==> src/rtl/vga_timing_pkg.sv <==
// Shared VGA timing constants for the 640x480@60 Hz scan path.
// Also holds the scan-total derivation used by the sync generator.
package vga_timing_pkg;

   localparam int unsigned DEF_CLK_DIV   = 2;
   localparam int unsigned DEF_H_VISIBLE = 640;
   localparam int unsigned DEF_H_FRONT   = 16;
   localparam int unsigned DEF_H_SYNC    = 96;
   localparam int unsigned DEF_H_BACK    = 48;
   localparam int unsigned DEF_V_VISIBLE = 480;
   localparam int unsigned DEF_V_FRONT   = 10;
   localparam int unsigned DEF_V_SYNC    = 2;
   localparam int unsigned DEF_V_BACK    = 33;

   localparam int unsigned MAX_TOTAL   = 1024;
   localparam int unsigned MAX_CLK_DIV = 16;

   // Both syncs are active-low for this mode.
   localparam logic SYNC_ACTIVE = 1'b0;

   function automatic int unsigned scan_total(input int unsigned visible,
                                              input int unsigned front,
                                              input int unsigned sync,
                                              input int unsigned back);
      return visible + front + sync + back;
   endfunction

endpackage

==> src/rtl/mod_counter.sv <==
// Modulo-N counter with enable and wrap strobe; count_next exposes the
// value the register takes at the coming edge so callers can pre-decode.
module mod_counter #(
   parameter int unsigned MODULUS = 2,
   parameter int unsigned WIDTH   = 1
) (
   input  logic             clk,
   input  logic             rst,
   input  logic             en,
   output logic [WIDTH-1:0] count,
   output logic [WIDTH-1:0] count_next,
   output logic             at_max,
   output logic             wrap
);

   localparam logic [WIDTH-1:0] LAST = WIDTH'(MODULUS - 1);

   assign at_max = (count == LAST);
   assign wrap   = en && at_max;

   always_comb begin
      count_next = count;
      if (en) begin
         count_next = at_max ? '0 : count + WIDTH'(1);
      end
   end

   always_ff @(posedge clk or negedge rst) begin
      if (!rst) begin
         count <= '0;
      end else begin
         count <= count_next;
      end
   end

endmodule

==> src/rtl/vga_sync_gen.sv <==
// VGA scan timing generator: pixel-rate divider, h/v scan counters and
// registered sync/blanking decode aligned with the scan position.
module vga_sync_gen
   import vga_timing_pkg::*;
#(
   parameter int unsigned CLK_DIV   = DEF_CLK_DIV,
   parameter int unsigned H_VISIBLE = DEF_H_VISIBLE,
   parameter int unsigned H_FRONT   = DEF_H_FRONT,
   parameter int unsigned H_SYNC    = DEF_H_SYNC,
   parameter int unsigned H_BACK    = DEF_H_BACK,
   parameter int unsigned V_VISIBLE = DEF_V_VISIBLE,
   parameter int unsigned V_FRONT   = DEF_V_FRONT,
   parameter int unsigned V_SYNC    = DEF_V_SYNC,
   parameter int unsigned V_BACK    = DEF_V_BACK
) (
   input  logic       clk,
   input  logic       rst,
   output logic       p_tick,
   output logic [9:0] pixel_x,
   output logic [9:0] pixel_y,
   output logic       video_on,
   output logic       hsync,
   output logic       vsync,
   output logic       frame_tick
);

   localparam int unsigned H_TOTAL = scan_total(H_VISIBLE, H_FRONT, H_SYNC, H_BACK);
   localparam int unsigned V_TOTAL = scan_total(V_VISIBLE, V_FRONT, V_SYNC, V_BACK);
   localparam int unsigned DIV_W   = (CLK_DIV > 1) ? $clog2(CLK_DIV) : 1;

   localparam logic [9:0] HS_FIRST = 10'(H_VISIBLE + H_FRONT);
   localparam logic [9:0] HS_LAST  = 10'(H_VISIBLE + H_FRONT + H_SYNC - 1);
   localparam logic [9:0] VS_FIRST = 10'(V_VISIBLE + V_FRONT);
   localparam logic [9:0] VS_LAST  = 10'(V_VISIBLE + V_FRONT + V_SYNC - 1);
   localparam logic [9:0] H_VIS_L  = 10'(H_VISIBLE);
   localparam logic [9:0] V_VIS_L  = 10'(V_VISIBLE);

   if (H_TOTAL > MAX_TOTAL || V_TOTAL > MAX_TOTAL ||
       CLK_DIV < 1 || CLK_DIV > MAX_CLK_DIV) begin : g_bad_params
      $error("vga_sync_gen: illegal timing parameters");
   end

   logic [DIV_W-1:0] div_count;
   logic [DIV_W-1:0] div_next;
   logic             div_at_max;
   logic             h_wrap;
   logic             h_at_max;
   logic             v_at_max;
   logic [9:0]       h_next;
   logic [9:0]       v_next;
   logic             hsync_next;
   logic             vsync_next;
   logic             video_on_next;
   logic             unused_ok;

   mod_counter #(.MODULUS(CLK_DIV), .WIDTH(DIV_W)) u_div (
      .clk        (clk),
      .rst        (rst),
      .en         (1'b1),
      .count      (div_count),
      .count_next (div_next),
      .at_max     (div_at_max),
      .wrap       (p_tick)
   );

   mod_counter #(.MODULUS(H_TOTAL), .WIDTH(10)) u_h (
      .clk        (clk),
      .rst        (rst),
      .en         (p_tick),
      .count      (pixel_x),
      .count_next (h_next),
      .at_max     (h_at_max),
      .wrap       (h_wrap)
   );

   // Vertical wrap implies p_tick on the last pixel of the last line.
   mod_counter #(.MODULUS(V_TOTAL), .WIDTH(10)) u_v (
      .clk        (clk),
      .rst        (rst),
      .en         (h_wrap),
      .count      (pixel_y),
      .count_next (v_next),
      .at_max     (v_at_max),
      .wrap       (frame_tick)
   );

   assign unused_ok = &{1'b0, div_count, div_next, div_at_max, h_at_max, v_at_max};

   // Decoding the next-state position keeps syncs in step with pixel_x/pixel_y.
   always_comb begin
      hsync_next    = ~SYNC_ACTIVE;
      vsync_next    = ~SYNC_ACTIVE;
      video_on_next = (h_next < H_VIS_L) && (v_next < V_VIS_L);
      if (h_next >= HS_FIRST && h_next <= HS_LAST) begin
         hsync_next = SYNC_ACTIVE;
      end
      if (v_next >= VS_FIRST && v_next <= VS_LAST) begin
         vsync_next = SYNC_ACTIVE;
      end
   end

   always_ff @(posedge clk or negedge rst) begin
      if (!rst) begin
         hsync    <= ~SYNC_ACTIVE;
         vsync    <= ~SYNC_ACTIVE;
         video_on <= 1'b1;
      end else begin
         hsync    <= hsync_next;
         vsync    <= vsync_next;
         video_on <= video_on_next;
      end
   end

endmodule

==> config.mk <==
export PLATFORM = sky130hd
export DESIGN_NAME = vga_sync_gen
export DESIGN_NICKNAME = d
export VERILOG_FILES = /design/src/rtl/vga_timing_pkg.sv /design/src/rtl/mod_counter.sv /design/src/rtl/vga_sync_gen.sv
export SDC_FILE = /design/constraint.sdc
export NUM_CORES = 1
export LEC_CHECK = 0
export ABC_AREA = 1
export ABC_CLOCK_PERIOD_IN_PS = 1350
export BUFFER_PORTS_ARGS = -buffer_cell sky130_fd_sc_hd__buf_2
export CAP_MARGIN = 20
export CELL_PAD_IN_SITES_DETAIL_PLACEMENT = 0
export CELL_PAD_IN_SITES_GLOBAL_PLACEMENT = 1
export CORE_MARGIN = 3
export CORE_UTILIZATION = 36
export DETAILED_ROUTE_END_ITERATION = 8
export HOLD_SLACK_MARGIN = 0.03
export PLACE_DENSITY = 0.73
export RECOVER_POWER = 25
export SLEW_MARGIN = 20
export SYNTH_ARGS = -nofsm -noshare
export SYNTH_HDL_FRONTEND = slang
export SYNTH_SLANG_ARGS = --single-unit
export TNS_END_PERCENT = 20
==> constraint.sdc <==
create_clock -name clk -period 1.35 [get_ports clk]
set_input_delay 0.0675 -clock clk [delete_from_list [all_inputs] [get_ports clk]]
set_output_delay 0.0675 -clock clk [all_outputs]
set_load 0.01 [all_outputs]
==> results of run 1 <==
## power by group through the flow
stage,clock network [uW],logic (uW),registers [uW]
2_1_floorplan,0,0.000438,733
3_3_place_gp,0,15.8,733
3_5_place_dp,0,17.1,733
4_1_cts,526,19.2,719
5_1_grt,565,21.2,719
6_report,517,17.5,719
## path summary, 6_finish.rpt
path / from / to / slack [ps]
max: u_h.count[1] / vsync / -410
max reg2reg: u_h.count[1] / vsync / -410
min reg2reg: u_h.count[2] / u_h.count[2] / 590
min: rst / u_h.count[7] / 330
max in group asynchronous: rst / u_v.count[2] / 610
min in group clk: u_h.count[2] / u_h.count[2] / 590
## area by class of cell
cell class	count	area (um2)
well taps	48	60.1
repair buffers	88	634
inverters	32	121
multi-input cells	133	823
clock buffers	4	55.1
flip-flops and latches	24	604
fillers	355	1500
## what timing repair did
item	CTS	global route
pin swaps	8	10
setup endpoints to repair	18	22
buffers inserted	6	5
gates cloned	0	0
endpoints found under the hold margin	21	0
hold buffers	1	0
resized for setup	19	27
## metal layers
metal	up-vias	routed length (um)	track usage
li1	771	-	-
met1	729	1770	0.218
met2	21	2120	0.298
met3	5	103	0.0362
met4	0	23	0.0298
met5	-	0	0
## registers in the layout, summed over array words and instances, names as in the netlist
register and flops:
u_v.count 10, hsync 1, video_on 1, u_h.count 10
vsync 1, u_div.at_max 1
## metrics by stage
stage | power (uW) | area, um2 | TNS, ps
2_1_floorplan | 733 | 1470 | -1320
3_3_place_gp | 748 | 2000 | -3030
3_5_place_dp | 750 | 2000 | -3900
4_1_cts | 1260 | 2180 | -3910
5_1_grt | 1300 | 2300 | -6490
6_report | 1250 | 2300 | -4090
## critical path, delay by kind of cell, from the launching register on
family / cells / cell delay (ps)
buf+inv: 2 / 290
simple gates: 9 / 840
fa+ha+maj: 1 / 190
flops: 1 / 360
## cells in the final DEF (no fill, tap or decap), types with 3 or more instances in the layout
master    synthesis  routed
xnor2_1           4       4
nand3_1          12      10
nand4_1           3       3
nor2_2            5      10
dfrtp_1          21      21
nor3_1            3       3
inv_2             0       4
dfstp_2           3       3
nand3_2           2       3
nor2_1           22      14
clkbuf_8          0       4
nand2_1          54      42
buf_4             1      54
nor2_4            4       7
inv_1            31      27
buf_6             2       7
nand2_2           3      15
xor2_1            3       3
buf_2             0      24
o21ai_0           4       3
## cells by family (layout without fill, tap and decap cells)
| logic type | after synthesis | in the layout | synth area share |
|---|---|---|---|
| buf+inv | 35 | 124 | 0.103 |
| simple gates | 111 | 111 | 0.365 |
| xor+xnor | 7 | 7 | 0.0418 |
| flops | 24 | 24 | 0.412 |
| compound gates | 12 | 12 | 0.0512 |
| fa+ha+maj | 3 | 3 | 0.0256 |
==> flow_metrics.py, run 1 <==
metrics = {
    "synth": {
        "synth.most_common_cell": "nand2_1",
        "yosys_register_bits": 24,
        "yosys.area.top_type_share": 0.359,
        "synth_edf_count": 0,
        "synth_commonest_cells": "nand2_1 (54), inv_1 (31), nor2_1 (22)",
        "yosys_warnings": 0,
        "synthDistinctLibCells": 28,
        "yosys-top-cells-area": "dfrtp_1 (36%), nand2_1 (14%), inv_1 (7.9%)",
        "synth_flop_cell": "dfrtp_1",
        "syn_area_um2": 1470,
        "synthArstFlopShare": 1.00,
        "yosysSeqAreaShare": 0.412,
        "syn-num-nets": 197,
        "netlist_instances": 192,
        "avgSynthCellArea_um2": 7.63,
        "synth_top_cell_by_area": "dfrtp_1",
    },
    "grt": {
        "grt.total_usage": 0.171,
        "overflow": 0,
        "grt_pass1_wl_um": 6930,
        "grt_max_degree": 25,
        "antenna_found_initial": 0,
        "grt_pass1_vias": 1544,
    },
    "cts": {
        "clock_latency_ps": 280,
        "cts_buffers": 3,
        "htree_levels": 1,
        "cts.path.max_buffers": 2,
        "cts_root_buf": "clkbuf_8",
        "cts_tree": "done",
        "cts.sinks": 24,
        "cts.clk_slew.worst_paths_ps": 90,
    },
    "cells_and_area": {
        "drive_gt1_frac": 0.512,
        "area_growth_pct": 56.9,
        "diodes": 0,
        "nets": 287,
        "final_util": 0.605,
        "layout.cells.non_filler": 329,
    },
    "floorplanning": {
        "initial_utilization": 0.386,
        "core_um2": 3800,
        "pin_count": 27,
        "fp.dieW_um": 69.8,
        "num_rows": 22,
        "fp.dieH_um": 69.8,
        "dieArea_um2": 4870,
    },
    "detailed_routing": {
        "post_drt_wl_per_cell_um": 12.2,
        "via_per_inst": 4.64,
        "drtIter0Drc": 37,
        "dr_total_vias": 1526,
        "dr.pass1.iters": 4,
        "route.detailed.drc": 0,
        "drt-total-wl_um": 4020,
        "postRouteAntennaNets": 0,
    },
    "sta": {
        "max_freq_mhz": 569,
        "finalWorstPathRequiredPeriod_ps": 1760,
        "period_share": 1.30,
        "holdWs_ps": 327,
        "setup_viol": 19,
        "finalWorstSetupSlack_ps": -409,
        "slew_headroom": 0.577,
        "slew_violations": 0,
        "fin_worst_skew_ps": 5.57,
        "worst_slew_pin_slew_ps": 635,
        "rsz0062_at_grt": "true",
        "finalHoldViolCount": 0,
    },
    "power_and_ir_drop": {
        "switching_share": 0.216,
        "seqPwrFrac": 0.574,
        "irDropWorstVdd_mv": 0.397,
        "p_int_uw": 983,
        "power.switching_uw": 270,
        "p_per_area_nw_per_um2": 545,
        "p_comb_frac": 0.014,
        "clockPowerShare": 0.413,
        "leakagePower_uw": 0.00120,
    },
    "run_status": {
        "status": "finished, violations left",
        "violations": "setup timing",
    },
    "worst_setup_path": {
        "critPathCaptureType": "register",
        "critPathMaxStageDelay_ps": 360,
        "cp.arrival_ps": 1960,
        "r2r_cells": 12,
        "cp-start-kind": "register",
        "worstSetupPathType": "reg2reg",
        "slowest_stage": "dfrtp_1",
        "worstPathRequired_ps": 1550,
        "crit_chain": "ha_2 > nand2_2 > nor2_4 > nand4_4 > buf_6 > buf_8 > nand2_2 > nand2_2 > nor2_2 > nand3_1 > nor2_1 > nand3_1",
        "critPathMaxFanout": 6,
        "path_common_cell": "nand2_2",
    },
    "place": {
        "place_congestion": 0.792,
        "place_ws_ps": -405,
        "numPortBuffers": 26,
        "dp_cells": 313,
        "hpwl_um": 2920,
    },
    "min_path": {
        "worstHoldPathType": "in2async",
    },
    "run": {
        "max_cap_viol_count": 0,
    },
}
Note: power is estimated with default switching activity, not from simulation.
==> run 2: changes to the inputs <==
Settings changed: ABC_CLOCK_PERIOD_IN_PS 1350 to 1450.
Clock period 1.35 ns to 1.45 ns, I/O delays scaled along.
==> flow_metrics.py, run 2 (synthesized netlist as in run 1, its figures left out) <==
metrics = {
    "run_status": {
        "violations": "setup timing",
        "status": "finished, violations left",
    },
    "sta": {
        "finalWorstSetupSlack_ps": -336,
        "slew_headroom": 0.579,
        "max_freq_mhz": 560,
        "slew_violations": 0,
        "fin_worst_skew_ps": 4.79,
        "rsz0062_at_grt": "true",
        "finalHoldViolCount": 0,
        "worst_slew_pin_slew_ps": 631,
        "period_share": 1.23,
        "finalWorstPathRequiredPeriod_ps": 1790,
        "setup_viol": 16,
    },
    "worst_setup_path": {
        "worstPathRequired_ps": 1380,
        "critPathCaptureType": "output port",
        "critPathMaxStageDelay_ps": 410,
        "crit_chain": "ha_4 > nand2_4 > nor2_4 > buf_12 > nand4_4 > buf_6 > nor2_4 > buf_6 > buf_6",
        "slowest_stage": "dfrtp_1",
        "cpLargestDelayFamily": "buffers and inverters",
        "cp-start-kind": "register",
        "worstSetupPathType": "reg2out",
        "critPathMaxFanout": 8,
        "worst-path-buf-inv": 4,
        "cp.arrival_ps": 1710,
        "path_common_cell": "buf_6",
    },
    "cells_and_area": {
        "fillers": 337,
        "area_growth_pct": 57.8,
        "diodes": 0,
        "multi_input_area_um2": 850,
        "nets": 283,
        "reg.largest.list": "u_h.count x10, u_v.count x10",
        "seq_area_um2": 604,
        "drive_gt1_frac": 0.520,
        "final_cell_mix": "buf_4 (51), nand2_1 (41), inv_1 (27)",
        "final_common_cell": "buf_4",
    },
    "grt": {
        "grt_max_degree": 25,
        "overflow": 0,
        "grt_pass1_wl_um": 7060,
        "grt_pass1_vias": 1521,
        "grtUsageMet1": 0.232,
        "top_usage_layer": "met2",
        "grt_util_met2": 0.314,
        "use_met3": 0.0188,
        "grt.total_usage": 0.175,
        "antenna_found_initial": 0,
    },
    "floorplanning": {
        "fp.dieH_um": 69.8,
        "num_rows": 22,
        "initial_utilization": 0.386,
        "core_um2": 3800,
        "pin_count": 27,
        "fp.dieW_um": 69.8,
        "dieArea_um2": 4870,
    },
    "detailed_routing": {
        "via_per_inst": 4.62,
        "dr.pass1.iters": 4,
        "drtIter0Drc": 77,
        "dr_total_vias": 1501,
        "post_drt_wl_per_cell_um": 13.0,
        "route.detailed.drc": 0,
        "drt-total-wl_um": 4230,
        "postRouteAntennaNets": 0,
    },
    "cts": {
        "cts.clk_slew.worst_paths_ps": 90,
        "clock_latency_ps": 270,
        "cts_root_buf": "clkbuf_8",
        "htree_levels": 1,
        "cts_buffers": 3,
        "cts.path.max_buffers": 2,
        "cts_tree": "done",
        "cts.sinks": 24,
    },
    "run": {
        "max_cap_viol_count": 0,
    },
    "power_and_ir_drop": {
        "irDropWorstVdd_mv": 0.379,
        "p_per_area_nw_per_um2": 554,
        "power.total_uw": 1280,
        "leakagePower_uw": 0.00118,
    },
    "min_path": {
        "worstHoldPathType": "in2async",
    },
    "place": {
        "numPortBuffers": 26,
        "place_ws_ps": -307,
        "hpwl_um": 3000,
        "place_congestion": 0.838,
    },
}
==> run 2: power by group <==
group / internal (uW) / switching, uW
logic: 2.66 / 13.6
clock network: 369 / 226
registers: 669 / 0
==> run 2: stage by stage <==
stage	utilization	hold WS (ps)	area, um2	setup TNS, ps	cells
floorplan	-	-223	1470	-406	192
global placement	0.515	93.3	1960	-1840	307
detailed placement	0.515	106	1960	-2460	307
CTS	0.575	350	2180	-2550	320
global route	0.609	419	2310	-4750	325
finish	0.609	350	2310	-3030	325
==> run 2: area by class of cell <==
class,count,area share
clock buffer,3,0.0179
clock inverter,1,0.0130
inverter,32,0.0525
multi-input combinational,133,0.367
sequential,24,0.261
tap,48,0.0260
timing repair buffer,84,0.262
==> run 2: per-layer routing <==
metal  share of wire  vias up
met4          0.0040        0
met2            0.52       25
met5               0        -
met3           0.029        2
met1            0.45      718
li1                -      756
==> run 2: path summary, 6_finish.rpt <==
kind	from	to	slack [ps]	depth (start not counted)
max	u_h.count[0]	frame_tick	-340	9
min	rst	u_h.count[8]	350	2
max reg2reg	u_h.count[0]	vsync	-320	12
min reg2reg	u_h.count[2]	u_h.count[2]	620	2
max in group asynchronous	rst	u_v.count[5]	690	2
min in group clk	u_h.count[2]	u_h.count[2]	620	2
==> run 2: repair_timing <==
| action | in CTS | in global routing |
|---|---|---|
| cloned | 0 | 0 |
| resized for setup | 26 | 25 |
| endpoints found under the setup margin | 15 | 20 |
| endpoints found under the hold margin | 21 | 0 |
| hold buffers | 1 | 0 |
| pin swaps | 13 | 14 |
| buffers inserted | 8 | 5 |
==> run 3: changes to the inputs <==
Settings changed: CORE_UTILIZATION 36 to 35, HOLD_SLACK_MARGIN 0.03 to 0.05, PLACE_DENSITY 0.73 to 0.72, SYNTH_HIERARCHICAL set to 1.
==> flow_metrics.py, run 3 <==
metrics = {
    "grt": {
        "antenna_found_initial": 0,
        "grt_pass1_vias": 1281,
        "overflow": 0,
        "grt_pass1_wl_um": 5360,
        "grt.total_usage": 0.147,
        "grt_max_degree": 25,
    },
    "run": {
        "max_cap_viol_count": 0,
    },
    "power_and_ir_drop": {
        "power.total_uw": 2030,
        "p_per_area_nw_per_um2": 988,
        "leakagePower_uw": 0.00119,
        "irDropWorstVdd_mv": 0.771,
    },
    "cells_and_area": {
        "nets": 263,
        "area_growth_pct": 49.5,
        "reg.largest.list": "u_h/count x10, u_v/count x10",
        "drive_gt1_frac": 0.441,
        "diodes": 0,
        "layout.cells.non_filler": 304,
        "final_cell_mix": "nand2_1 (43), buf_4 (43), inv_1 (32)",
        "fillers": 366,
    },
    "cts": {
        "cts_root_buf": "clkbuf_8",
        "cts.clk_slew.worst_paths_ps": 80,
        "cts_buffers": 3,
        "cts_tree": "done",
        "htree_levels": 1,
        "cts.sinks": 24,
        "cts.path.max_buffers": 2,
        "clock_latency_ps": 260,
    },
    "synth": {
        "syn-num-nets": 186,
        "avgSynthCellArea_um2": 7.63,
        "syn_area_um2": 1370,
        "netlist_instances": 180,
        "yosys_warnings": 6,
    },
    "worst_setup_path": {
        "worst-path-buf-inv": 2,
        "path_common_cell": "nor2_4",
        "r2r_start": "u_h/count[0]",
        "critPathLaunch": "u_h/count[0]",
        "crit_chain": "ha_2 > nand2_2 > nor2_4 > nand4_4 > inv_4 > nand2_4 > nor2_4 > nand4_1 > nand2_1 > nor2_2 > buf_4 > nand3b_1 > nor2_1",
        "r2r_cells": 13,
        "critPathMaxStageDelay_ps": 370,
        "critPathMaxFanout": 4,
        "path_depth": 13,
        "worstPathRequired_ps": 1650,
        "critPathCaptureType": "register",
        "cp-start-kind": "register",
        "rrSetupSlack_ps": -400,
        "cpLargestDelayFamily": "simple AND/OR/NAND/NOR gates",
        "r2r-end": "video_on",
        "slowest_stage": "dfrtp_1",
        "cp.arrival_ps": 2050,
        "worstSetupPathType": "reg2reg",
    },
    "sta": {
        "max_freq_mhz": 540,
        "finalWorstSetupSlack_ps": -402,
        "finalWorstPathRequiredPeriod_ps": 1850,
        "period_share": 1.28,
        "slew_headroom": 0.607,
        "slew_violations": 0,
        "rsz0062_at_grt": "true",
        "finalHoldViolCount": 0,
        "fin_worst_skew_ps": 1.12,
        "worst_slew_pin_slew_ps": 590,
        "setup_viol": 19,
    },
    "detailed_routing": {
        "dr_total_vias": 1346,
        "postRouteAntennaNets": 0,
        "drtIter0Drc": 54,
        "route.detailed.drc": 0,
        "dr.pass1.iters": 4,
        "post_drt_wl_per_cell_um": 10.7,
        "via_per_inst": 4.43,
        "drt-total-wl_um": 3260,
    },
    "place": {
        "numPortBuffers": 26,
        "hpwl_um": 2530,
        "dp_cells": 289,
        "place_congestion": 0.801,
    },
    "floorplanning": {
        "fp.dieH_um": 68.6,
        "initial_utilization": 0.369,
        "num_rows": 22,
        "dieArea_um2": 4710,
        "core_um2": 3720,
        "pin_count": 27,
        "fp.dieW_um": 68.6,
    },
    "run_status": {
        "violations": "setup timing",
        "status": "finished, violations left",
    },
    "min_path": {
        "worstHoldPathType": "in2async",
    },
}
## run 3: area by class of cell
cell class	instances	area, um2	area share
sequential	24	604	0.295
inverter	38	145	0.0707
tap	48	60.1	0.0293
multi-input combinational	118	706	0.344
timing repair buffer	72	492	0.240
clock buffer	4	45.0	0.0220
## run 3: per-stage QoR
step	hold WS (ps)	util	setup WS, ps	setup TNS (ps)	cell area [um2]
finish	342	0.552	-402	-3220	2050
global route	409	0.552	-499	-4980	2050
CTS	339	0.536	-404	-2720	1990
detailed placement	90.6	0.500	-422	-1940	1860
global placement	84.5	0.500	-398	-1440	1860
floorplan	-223	-	-467	-2430	1400
## run 3: power by group
| group | internal (uW) | total [uW] | switching [uW] | leakage [uW] |
|---|---|---|---|---|
| combinational | 388 | 791 | 403 | 0.000893 |
| sequential | 770 | 846 | 75.8 | 0.000275 |
| clock | 196 | 391 | 196 | 0.0000228 |
| total | 1350 | 2030 | 675 | 0.00119 |
## run 3: worst max path at each step
stage          endpoint  slack (ps)
2_1_floorplan     vsync        -470
3_3_place_gp      vsync        -400
3_5_place_dp      vsync        -420
4_1_cts           vsync        -400
5_1_grt        video_on        -500
6_report       video_on        -400
## run 3: layer usage
metal | track usage | up-vias | wire, um
met5 | 0 | - | 0
met4 | 0.0372 | 0 | 14
met3 | 0.0211 | 2 | 113
met2 | 0.267 | 21 | 1720
met1 | 0.180 | 631 | 1420
li1 | - | 692 | -
## run 3: what timing repair did
| item | 4_1_cts | 5_1_grt |
|---|---|---|
| endpoints found under the hold margin | 21 | 0 |
| endpoints found under the setup margin | 14 | 19 |
| buffers inserted | 6 | 4 |
| hold buffers | 1 | 0 |
| pin swaps | 12 | 14 |
| gates resized for setup | 10 | 12 |
